File: config.mk
export PLATFORM = sky130hd
export DESIGN_NAME = id_ctrl_unit_flat
export DESIGN_NICKNAME = d
export VERILOG_FILES = /design/src/rtl/id_ctrl_if.sv /design/src/rtl/id_ctrl_unit.sv /design/src/flat_wrapper.sv
export SDC_FILE = /design/constraint.sdc
export NUM_CORES = 1
export LEC_CHECK = 0
export ABC_AREA = 1
export CAP_MARGIN = 40
export CORE_ASPECT_RATIO = 0.9
export CORE_MARGIN = 4
export CORE_UTILIZATION = 40
export CTS_CLUSTER_SIZE = 12
export DETAILED_ROUTE_END_ITERATION = 8
export PLACE_DENSITY = 0.79
export RECOVER_POWER = 50
export SLEW_MARGIN = 20
export SYNTH_ARGS = -nofsm -noshare
export SYNTH_HDL_FRONTEND = slang
export SYNTH_SLANG_ARGS = --single-unit
File: constraint.sdc
create_clock -name clk -period 4.6 [get_ports clk]
set_clock_uncertainty 0.2 [all_clocks]
set_input_delay 0.69 -clock clk [delete_from_list [all_inputs] [get_ports clk]]
set_output_delay 0.69 -clock clk [all_outputs]
set_load 0.05 [all_outputs]
File: src/rtl/id_ctrl_if.sv
// ============================================================================
//  Module   : id_ctrl_if
//  Purpose  : IF/ID-to-controller handshake and ID/EX control word bundle.
//  Revision : 1.0 - initial release
// ============================================================================
`default_nettype none

interface id_ctrl_if;
   logic [31:0] instr_d;
   logic        valid_d;
   logic        flush_e;
   logic [2:0]  imm_src_d;
   logic        stall_d;
   logic        valid_e;
   logic        reg_write_e;
   logic        mem_write_e;
   logic [1:0]  result_src_e;
   logic        alu_src_e;
   logic        alu_a_pc_e;
   logic [1:0]  alu_op_e;
   logic [2:0]  funct3_e;
   logic        funct7b5_e;
   logic        branch_e;
   logic        jump_e;
   logic        jalr_e;
   logic [4:0]  rd_e;
   logic        illegal_e;

   modport master (
      output instr_d, valid_d, flush_e,
      input  imm_src_d, stall_d, valid_e, reg_write_e, mem_write_e,
             result_src_e, alu_src_e, alu_a_pc_e, alu_op_e, funct3_e,
             funct7b5_e, branch_e, jump_e, jalr_e, rd_e, illegal_e
   );

   modport slave (
      input  instr_d, valid_d, flush_e,
      output imm_src_d, stall_d, valid_e, reg_write_e, mem_write_e,
             result_src_e, alu_src_e, alu_a_pc_e, alu_op_e, funct3_e,
             funct7b5_e, branch_e, jump_e, jalr_e, rd_e, illegal_e
   );
endinterface

`default_nettype wire

File: src/rtl/id_ctrl_unit.sv
// ============================================================================
//  Module   : id_ctrl_unit
//  Purpose  : RV32I decode-stage controller: decode, load-use stall, ID/EX reg.
//             Optional stall counter enabled by macro ID_CTRL_STALL_CNT_EN.
//  Revision : 1.0 - initial release
// ============================================================================
`default_nettype none

module id_ctrl_unit #(
   parameter int CNT_W = 32
) (
   input  logic             clk,
   input  logic             rst_n,
   id_ctrl_if.slave         bus
`ifdef ID_CTRL_STALL_CNT_EN
   ,
   output logic [CNT_W-1:0] stall_cnt
`endif
);

   localparam logic [6:0] C_OP_LW    = 7'b0000011;
   localparam logic [6:0] C_OP_SW    = 7'b0100011;
   localparam logic [6:0] C_OP_R     = 7'b0110011;
   localparam logic [6:0] C_OP_IALU  = 7'b0010011;
   localparam logic [6:0] C_OP_BR    = 7'b1100011;
   localparam logic [6:0] C_OP_JAL   = 7'b1101111;
   localparam logic [6:0] C_OP_JALR  = 7'b1100111;
   localparam logic [6:0] C_OP_LUI   = 7'b0110111;
   localparam logic [6:0] C_OP_AUIPC = 7'b0010111;

   typedef struct packed {
      logic       reg_write;
      logic       mem_write;
      logic [1:0] result_src;
      logic       alu_src;
      logic       alu_a_pc;
      logic [1:0] alu_op;
      logic       branch;
      logic       jump;
      logic       jalr;
      logic       illegal;
   } ctrl_t;

   logic [6:0] w_opcode;
   logic [4:0] w_rs1;
   logic [4:0] w_rs2;
   logic [4:0] w_rd;
   ctrl_t      w_ctrl;
   logic [2:0] w_imm_src;
   logic       w_uses_rs1;
   logic       w_uses_rs2;
   logic       w_hazard;
   logic       w_stall;
   logic       w_issue;

   ctrl_t      ctrl_q,   ctrl_d;
   logic       valid_q,  valid_d;
   logic [2:0] funct3_q, funct3_d;
   logic       f7b5_q,   f7b5_d;
   logic [4:0] rd_q,     rd_d;
   logic       load_q,   load_d;

   logic       unused_instr;

   assign w_opcode     = bus.instr_d[6:0];
   assign w_rd         = bus.instr_d[11:7];
   assign w_rs1        = bus.instr_d[19:15];
   assign w_rs2        = bus.instr_d[24:20];
   assign unused_instr = ^{bus.instr_d[31], bus.instr_d[29:25]};

   always_comb begin
      w_ctrl     = '0;
      w_imm_src  = 3'b000;
      w_uses_rs1 = 1'b1;
      w_uses_rs2 = 1'b0;
      case (w_opcode)
         C_OP_LW: begin
            w_ctrl.alu_src    = 1'b1;
            w_ctrl.result_src = 2'b01;
            w_ctrl.reg_write  = 1'b1;
         end
         C_OP_SW: begin
            w_imm_src        = 3'b001;
            w_ctrl.alu_src   = 1'b1;
            w_ctrl.mem_write = 1'b1;
            w_uses_rs2       = 1'b1;
         end
         C_OP_R: begin
            w_ctrl.alu_op    = 2'b10;
            w_ctrl.reg_write = 1'b1;
            w_uses_rs2       = 1'b1;
         end
         C_OP_IALU: begin
            w_ctrl.alu_src   = 1'b1;
            w_ctrl.alu_op    = 2'b10;
            w_ctrl.reg_write = 1'b1;
         end
         C_OP_BR: begin
            w_imm_src     = 3'b010;
            w_ctrl.alu_op = 2'b01;
            w_ctrl.branch = 1'b1;
            w_uses_rs2    = 1'b1;
         end
         C_OP_JAL: begin
            w_imm_src         = 3'b011;
            w_ctrl.result_src = 2'b10;
            w_ctrl.jump       = 1'b1;
            w_ctrl.reg_write  = 1'b1;
            w_uses_rs1        = 1'b0;
         end
         C_OP_JALR: begin
            w_ctrl.alu_src    = 1'b1;
            w_ctrl.result_src = 2'b10;
            w_ctrl.jump       = 1'b1;
            w_ctrl.jalr       = 1'b1;
            w_ctrl.reg_write  = 1'b1;
         end
         C_OP_LUI: begin
            w_imm_src         = 3'b100;
            w_ctrl.result_src = 2'b11;
            w_ctrl.reg_write  = 1'b1;
            w_uses_rs1        = 1'b0;
         end
         C_OP_AUIPC: begin
            w_imm_src        = 3'b100;
            w_ctrl.alu_a_pc  = 1'b1;
            w_ctrl.alu_src   = 1'b1;
            w_ctrl.reg_write = 1'b1;
            w_uses_rs1       = 1'b0;
         end
         default: w_ctrl.illegal = 1'b1;
      endcase
   end

   // load_q already excludes rd=x0, so matching a zero source never stalls
   assign w_hazard = bus.valid_d & load_q &
                     ((w_uses_rs1 & (w_rs1 == rd_q)) | (w_uses_rs2 & (w_rs2 == rd_q)));
   assign w_stall  = w_hazard & ~bus.flush_e;
   assign w_issue  = bus.valid_d & ~bus.flush_e & ~w_hazard;

   always_comb begin
      ctrl_d   = '0;
      valid_d  = 1'b0;
      funct3_d = 3'b000;
      f7b5_d   = 1'b0;
      rd_d     = 5'd0;
      load_d   = 1'b0;
      if (w_issue) begin
         ctrl_d   = w_ctrl;
         valid_d  = 1'b1;
         funct3_d = bus.instr_d[14:12];
         f7b5_d   = bus.instr_d[30];
         rd_d     = w_rd;
         load_d   = (w_opcode == C_OP_LW) && (w_rd != 5'd0);
      end
   end

   always_ff @(posedge clk or negedge rst_n) begin
      if (!rst_n) begin
         ctrl_q   <= '0;
         valid_q  <= 1'b0;
         funct3_q <= 3'b000;
         f7b5_q   <= 1'b0;
         rd_q     <= 5'd0;
         load_q   <= 1'b0;
      end else begin
         ctrl_q   <= ctrl_d;
         valid_q  <= valid_d;
         funct3_q <= funct3_d;
         f7b5_q   <= f7b5_d;
         rd_q     <= rd_d;
         load_q   <= load_d;
      end
   end

   assign bus.imm_src_d    = w_imm_src;
   assign bus.stall_d      = w_stall;
   assign bus.valid_e      = valid_q;
   assign bus.reg_write_e  = ctrl_q.reg_write;
   assign bus.mem_write_e  = ctrl_q.mem_write;
   assign bus.result_src_e = ctrl_q.result_src;
   assign bus.alu_src_e    = ctrl_q.alu_src;
   assign bus.alu_a_pc_e   = ctrl_q.alu_a_pc;
   assign bus.alu_op_e     = ctrl_q.alu_op;
   assign bus.funct3_e     = funct3_q;
   assign bus.funct7b5_e   = f7b5_q;
   assign bus.branch_e     = ctrl_q.branch;
   assign bus.jump_e       = ctrl_q.jump;
   assign bus.jalr_e       = ctrl_q.jalr;
   assign bus.rd_e         = rd_q;
   assign bus.illegal_e    = ctrl_q.illegal;

`ifdef ID_CTRL_STALL_CNT_EN
   logic [CNT_W-1:0] cnt_q, cnt_d;

   // Saturating: holds at all-ones instead of wrapping
   always_comb begin
      cnt_d = cnt_q;
      if (w_stall && (cnt_q != {CNT_W{1'b1}})) begin
         cnt_d = cnt_q + {{(CNT_W-1){1'b0}}, 1'b1};
      end
   end

   always_ff @(posedge clk or negedge rst_n) begin
      if (!rst_n) begin
         cnt_q <= '0;
      end else begin
         cnt_q <= cnt_d;
      end
   end

   assign stall_cnt = cnt_q;
`else
   logic unused_cnt_w;
   assign unused_cnt_w = CNT_W[0];
`endif

endmodule

`default_nettype wire

File: src/flat_wrapper.sv
// flat-port wrapper written by rule: the top's interface ports become plain ports
module id_ctrl_unit_flat 
#(
   parameter int CNT_W = 32
)
  (clk, rst_n, bus_instr_d, bus_valid_d, bus_flush_e, bus_imm_src_d, bus_stall_d, bus_valid_e, bus_reg_write_e, bus_mem_write_e, bus_result_src_e, bus_alu_src_e, bus_alu_a_pc_e, bus_alu_op_e, bus_funct3_e, bus_funct7b5_e, bus_branch_e, bus_jump_e, bus_jalr_e, bus_rd_e, bus_illegal_e);
  id_ctrl_if bus_i ();
  input  logic clk;
  input  logic rst_n;
  input wire logic [$bits(bus_i.instr_d)-1:0] bus_instr_d;
  input wire logic [$bits(bus_i.valid_d)-1:0] bus_valid_d;
  input wire logic [$bits(bus_i.flush_e)-1:0] bus_flush_e;
  output wire logic [$bits(bus_i.imm_src_d)-1:0] bus_imm_src_d;
  output wire logic [$bits(bus_i.stall_d)-1:0] bus_stall_d;
  output wire logic [$bits(bus_i.valid_e)-1:0] bus_valid_e;
  output wire logic [$bits(bus_i.reg_write_e)-1:0] bus_reg_write_e;
  output wire logic [$bits(bus_i.mem_write_e)-1:0] bus_mem_write_e;
  output wire logic [$bits(bus_i.result_src_e)-1:0] bus_result_src_e;
  output wire logic [$bits(bus_i.alu_src_e)-1:0] bus_alu_src_e;
  output wire logic [$bits(bus_i.alu_a_pc_e)-1:0] bus_alu_a_pc_e;
  output wire logic [$bits(bus_i.alu_op_e)-1:0] bus_alu_op_e;
  output wire logic [$bits(bus_i.funct3_e)-1:0] bus_funct3_e;
  output wire logic [$bits(bus_i.funct7b5_e)-1:0] bus_funct7b5_e;
  output wire logic [$bits(bus_i.branch_e)-1:0] bus_branch_e;
  output wire logic [$bits(bus_i.jump_e)-1:0] bus_jump_e;
  output wire logic [$bits(bus_i.jalr_e)-1:0] bus_jalr_e;
  output wire logic [$bits(bus_i.rd_e)-1:0] bus_rd_e;
  output wire logic [$bits(bus_i.illegal_e)-1:0] bus_illegal_e;
  assign bus_i.instr_d = bus_instr_d;
  assign bus_i.valid_d = bus_valid_d;
  assign bus_i.flush_e = bus_flush_e;
  assign bus_imm_src_d = bus_i.imm_src_d;
  assign bus_stall_d = bus_i.stall_d;
  assign bus_valid_e = bus_i.valid_e;
  assign bus_reg_write_e = bus_i.reg_write_e;
  assign bus_mem_write_e = bus_i.mem_write_e;
  assign bus_result_src_e = bus_i.result_src_e;
  assign bus_alu_src_e = bus_i.alu_src_e;
  assign bus_alu_a_pc_e = bus_i.alu_a_pc_e;
  assign bus_alu_op_e = bus_i.alu_op_e;
  assign bus_funct3_e = bus_i.funct3_e;
  assign bus_funct7b5_e = bus_i.funct7b5_e;
  assign bus_branch_e = bus_i.branch_e;
  assign bus_jump_e = bus_i.jump_e;
  assign bus_jalr_e = bus_i.jalr_e;
  assign bus_rd_e = bus_i.rd_e;
  assign bus_illegal_e = bus_i.illegal_e;
  id_ctrl_unit #(.CNT_W(CNT_W)) u_core (.clk(clk), .rst_n(rst_n), .bus(bus_i));
endmodule
==> qor.yml, run 1 <==
antenna_found_initial: 0
dpl_cell_area_mm2: 0.00186
fin_crit_ns: 3.66
clockRootBuffer: "clkbuf_4"
yosysUniqueCellTypes: 17
die_w_um: 67.7
viasPerCell: 4.26
setup_viol: 0
hold_viol: 0
synth_cells: 146
combPwrFrac: 0.208
grt_max_degree: 23
numCtsBuffers: 3
p_total_mw: 0.437
critical_path_class: "input pin to output pin"
cp.required_ns: 3.71
worstMarginPinSlew_ns: 0.711
synth-compound-area-share: 0.0117
p_int_mw: 0.326
clkPwrFrac: 0.335
worstPathMaxFanout: 4
nets: 240
synth_area_mm2: 0.00128
cts.sinks: 22
cts.clk_slew.worst_paths_ns: 0.12
yosys_register_bits: 22
cp.arrival_ns: 2.77
switching_share: 0.255
cts_buffer_depth: 2
io_buffers: 55
worstSkewPairLatency_ns: 0.31
routed_wl_um: 2430
avgSynthCellArea_um2: 8.80
synth_top_family_by_area: "simple AND/OR/NAND/NOR gates"
final_cell_area_mm2: 0.00190
grt-ovfl-total: 0
cpMostUsedCell: "nand2_1"
rsz0062_at_grt: "false"
wl_per_cell_um: 9.91
critPathBufInv: 3
syn_nets: 182
die_h_um: 61.8
ios: 62
synth_xor_area_frac: 0.0273
status: "completed"
synthAdderAreaFrac: 0
design.core.area_mm2: 0.00307
ctsHtreeMaxLevel: 1
drv_cap: 0
dieArea_mm2: 0.00418
rows: 19
crit_family: "buffers and inverters"
cts_tree: "done"
vias: 1044
diodes: 0
dp_cells: 241
cp-start-kind: "input pin"
initial_utilization: 0.419
p_leak_nw: 0.958
slowest_delay_ns: 0.80
slew_violations: 0
fillerInstances: 261
synthSimpleGateAreaFrac: 0.396
path_cells: "clkdlybuf4s50_1 -> nand2_1 -> inv_1 -> nand2_1 -> nor3_1 -> nand2_1 -> nand2_2 -> nand2_4 -> nor2_1 -> clkdlybuf4s50_1"
end_kind: "output pin"
switching_power_mw: 0.112
synth_seq_area_share: 0.428
power.share.sequential: 0.457
first_global_vias: 1015
fmax_ghz: 0.273
fin_crit_sh: 0.795
antenna_left: 0
holdBufCountCts: 0
drive_above_1_share: 0.163
firstDrtPassIters: 4
fin_setup_tns_ns: 0
ir_worst_vdd_mv: 0.129
drt_iter0_markers: 30
hold-worst-slack_ns: 0.519
grtUsageTotal: 0.128
hold_class: "input pin to async pin"
drc: 0
crit_path_top_delay_cell: "clkdlybuf4s50_1"
post-cts-setup-buffer-count: 0
grt_pass1_wl_um: 3980
gp_congestion: 0.829
dp_hpwl_um: 2040
synthToLayoutAreaGrowth_pct: 47.6
final_cell_count_no_fill: 245
ys_warn_count: 0
slew_headroom: 0.526
cts_resized: 0
muxShareOfSynthArea: 0
powerDensity_mw_per_mm2: 230
[final timing paths]
kind	start	endpoint	slack [ns]	cells past startpoint
min in group clk	bus_instr_d[12]	u_core.bus.funct3_e[0]	0.71	3
setup / recovery	bus_instr_d[0]	bus_stall_d	0.94	10
setup reg to reg	u_core.bus.rd_e[4]	u_core.bus.jalr_e	2.71	8
hold reg to reg	u_core.load_q	u_core.bus.rd_e[4]	0.80	5
hold / removal	rst_n	u_core.bus.result_src_e[0]	0.52	1
max in group asynchronous	rst_n	u_core.load_q	2.72	2
[state kept, by name, summed over array words and instances, names as in the netlist, 2 cells and up]
signal                   count
u_core.bus.alu_op_e          2
u_core.bus.rd_e              5
u_core.bus.funct3_e          3
u_core.bus.result_src_e      2
[metrics by stage]
step	utilization	setup slack, ns
floorplan	-	1.78
global placement	0.600	0.924
detailed placement	0.605	0.937
CTS	0.622	0.933
global route	0.619	0.761
finish	0.619	0.943
[worst reg2reg max path, stage by stage, from the launching register on]
cell	delay (ns)
dfrtp_1	0.44
nand2_1	0.08
o21ai_0	0.08
nor3_1	0.21
nand2_1	0.09
nand2_2	0.09
nand2_4	0.05
nand2_4	0.43
nor2_1	0.09
[metal layers]
metal,part of all wire,GRT usage,vias to the layer above
met5,0,0,-
met4,0.023,0.0694,0
met3,0.086,0.0216,5
met2,0.54,0.251,33
met1,0.35,0.130,466
li1,-,-,540
[power by group through the flow]
stage | Combinational, mW | Clock, mW | Sequential [mW]
detailed placement | 0.0944 | 0 | 0.204
floorplan | 0.0367 | 0 | 0.220
global route | 0.0984 | 0.160 | 0.201
global placement | 0.0919 | 0 | 0.204
finish | 0.0909 | 0.146 | 0.200
CTS | 0.0947 | 0.150 | 0.200
[layout make-up]
class                           instances  area, um^2  share of cell area
Clock buffer                            3        22.5              0.0119
Timing Repair Buffer                   56         554               0.292
Multi-Input combinational cell         87         559               0.295
Tap cell                               42        52.6              0.0277
Sequential cell                        22         551               0.290
Inverter                               34         128              0.0673
Clock inverter                          1        30.0              0.0158
[logic make-up (layout without fill, tap and decap cells)]
family	after synthesis	in the layout
xor+xnor	4	4
flops	22	22
simple gates	80	80
buf+inv	37	94
compound gates	3	3
[synth_stat cells]
master,count,share of area
buf_12,2,0.031
buf_4,1,0.0058
dfrtp_1,22,0.43
inv_1,32,0.093
inv_2,2,0.0058
nand2_1,27,0.079
nand2_2,3,0.015
nand2_4,3,0.026
nand3_1,5,0.019
nand3_2,1,0.0078
nand4_1,4,0.019
nor2_1,13,0.038
nor2_4,20,0.18
nor3_1,3,0.012
nor4_1,1,0.0049
o21ai_0,3,0.012
xnor2_1,4,0.027
[layout by cell type, fill, tap and decap left out]
cell / count
nand2_2: 3
nand4_1: 4
clkbuf_4: 3
nand3_2: 1
dlygate4sd3_1: 14
bufinv_16: 1
nand2_4: 3
nor4_1: 1
inv_2: 2
clkdlybuf4s50_1: 41
inv_1: 32
clkbuf_1: 1
nor2_4: 20
nand2_1: 27
o21ai_0: 3
nand3_1: 5
nor2_1: 13
xnor2_1: 4
dfrtp_1: 22
nor3_1: 3
(Power assumes the default switching activity.)
==> run 2: changes to the inputs <==
CORE_UTILIZATION = 36   (was 40)
PLACE_DENSITY = 0.75   (was 0.79)
clock period = 3.1 ns   (was 4.6 ns; I/O delays follow)
==> qor.yml, run 2 (synthesis gave the netlist of run 1 again) <==
p_total_mw: 0.603  # +38%
die_w_um: 71.0  # +4.8%
drv_cap: 0  # unchanged
worstReg2RegStart: "u_core.bus.rd_e[4]"
wl_per_cell_um: 10.2  # +3.0%
regArea_um2: 551  # unchanged
dp_cells: 244  # +1.2%
p_leak_nw: 0.974  # +1.7%
slew_violations: 0  # unchanged
initial_utilization: 0.378  # -0.0414
grt-ovfl-total: 0  # unchanged
rsz0062_at_grt: "false"
multi_input_area_um2: 559  # unchanged
post-cts-setup-buffer-count: 0  # unchanged
end_kind: "output pin"
viasPerCell: 4.25  # -0.33%
vias: 1049  # +0.48%
grt_pass1_wl_um: 4330  # +8.8%
antenna_left: 0  # unchanged
antenna_found_initial: 0  # unchanged
io_buffers: 55  # unchanged
ctsHtreeMaxLevel: 1  # unchanged
firstDrtPassIters: 4  # unchanged
critPathLaunch: "bus_instr_d[1]"
fin_crit_sh: 0.869
synthToLayoutAreaGrowth_pct: 49.7
holdBufCountCts: 0  # unchanged
critical_path_class: "input pin to output pin"
fillerInstances: 334  # +28%
grt_max_degree: 17  # -26%
nets: 241  # +0.42%
switching_share: 0.269  # +0.0139
cp.arrival_ns: 2.03  # -0.74 ns
diodes: 0  # unchanged
routed_wl_um: 2520  # +3.9%
cts_buffer_depth: 2  # unchanged
setup_viol: 0  # unchanged
cts.clk_slew.worst_paths_ns: 0.07  # -0.05 ns
dp_hpwl_um: 2150  # +5.4%
design.core.area_mm2: 0.00340  # +11%
worstSkewPairLatency_ns: 0.25  # -0.06 ns
final_cell_count_no_fill: 247  # +0.82%
fin_crit_ns: 2.69
drive_above_1_share: 0.182  # +0.0197
combPwrFrac: 0.229  # +0.021
clkPwrFrac: 0.279  # -0.056
slew_headroom: 0.441  # -0.0853
powerDensity_mw_per_mm2: 314  # +36%
fmax_ghz: 0.371
fin_ws_ns: 0.407  # -0.535 ns
dieArea_mm2: 0.00459  # +9.7%
mostFrequentLayoutCells: "clkdlybuf4s50_1 (37), inv_1 (32), nand2_1 (27)"
cts_tree: "done"
power.share.sequential: 0.492  # +0.035
cts.sinks: 22  # unchanged
numCtsBuffers: 3  # unchanged
worstMarginPinSlew_ns: 0.839  # +0.128 ns
drc: 0  # unchanged
die_h_um: 64.7  # +4.7%
pre_cts_slack_ns: 0.427  # -0.510 ns
gp_congestion: 0.823  # -0.78%
first_global_vias: 1033  # +1.8%
ios: 62  # unchanged
fin_setup_tns_ns: 0  # unchanged
switching_power_mw: 0.163  # +46%
hold_class: "input pin to async pin"
clockRootBuffer: "clkbuf_8"
rows: 20  # +1
cp-start-kind: "input pin"
hold_viol: 0  # unchanged
p_int_mw: 0.441  # +35%
largest_register_ffs: 5  # unchanged
drt_iter0_markers: 19  # -37%
grtUsageTotal: 0.120  # -0.00774
worstPathMaxFanout: 4  # unchanged
ir_worst_vdd_mv: 0.166  # +29%
cts_resized: 0  # unchanged
cp.required_ns: 2.43  # -1.28 ns
status: "completed"
hold-worst-slack_ns: 0.320  # -0.199 ns
final_common_cell: "clkdlybuf4s50_1"
[run 2: layout make-up]
| cell class | instances | area share |
|---|---|---|
| timing repair buffer | 57 | 0.306 |
| inverter | 34 | 0.0664 |
| clock buffer | 3 | 0.0215 |
| multi-input combinational | 87 | 0.291 |
| sequential | 22 | 0.286 |
| tap | 44 | 0.0286 |
[run 2: power groups by stage]
stage | clock (mW) | sequential [mW] | combinational, mW
4_1_cts | 0.177 | 0.297 | 0.144
5_1_grt | 0.187 | 0.298 | 0.150
2_1_floorplan | 0 | 0.326 | 0.0545
3_5_place_dp | 0 | 0.303 | 0.143
3_3_place_gp | 0 | 0.303 | 0.139
6_report | 0.168 | 0.297 | 0.138
[run 2: critical path: stages]
cell             delay [ns]
clkdlybuf4s50_1        0.45
nand2_1                0.06
inv_1                  0.09
nand2_1                0.13
nor3_1                 0.26
nand2_1                0.10
nand2_2                0.09
nand2_4                0.05
nor2_1                 0.17
buf_12                 0.17
[run 2: per-layer routing]
layer | up-vias | track usage | routed length [um]
li1 | 543 | - | -
met1 | 471 | 0.136 | 1010
met2 | 33 | 0.212 | 1270
met3 | 2 | 0.0357 | 222
met4 | 0 | 0.0493 | 16
met5 | - | 0 | 0
[run 2: per-stage QoR]
stage,utilization,instance area (um^2)
after detailed placement,0.556,1890
after floorplan,-,1280
after global routing,0.565,1920
after CTS,0.568,1930
final,0.565,1920
after global placement,0.552,1880
[run 2: final timing paths]
| check | endpoint | slack (ns) | depth (start not counted) |
|---|---|---|---|
| max | bus_stall_d | 0.41 | 10 |
| min | u_core.bus.funct3_e[0] | 0.32 | 1 |
| max reg2reg | u_core.load_q | 1.19 | 9 |
| min reg2reg | u_core.bus.funct3_e[0] | 0.68 | 5 |
| max in group asynchronous | u_core.bus.jump_e | 1.33 | 2 |
| min in group clk | u_core.bus.funct3_e[1] | 0.56 | 3 |
==> run 3: changes to the inputs <==
ABC_CLOCK_PERIOD_IN_PS = 3100   (was unset)
GPL_ROUTABILITY_DRIVEN = 0   (was unset)
==> results of run 3 <==
Same layout as run 2: the final DEF is identical, and so are final timing and power.
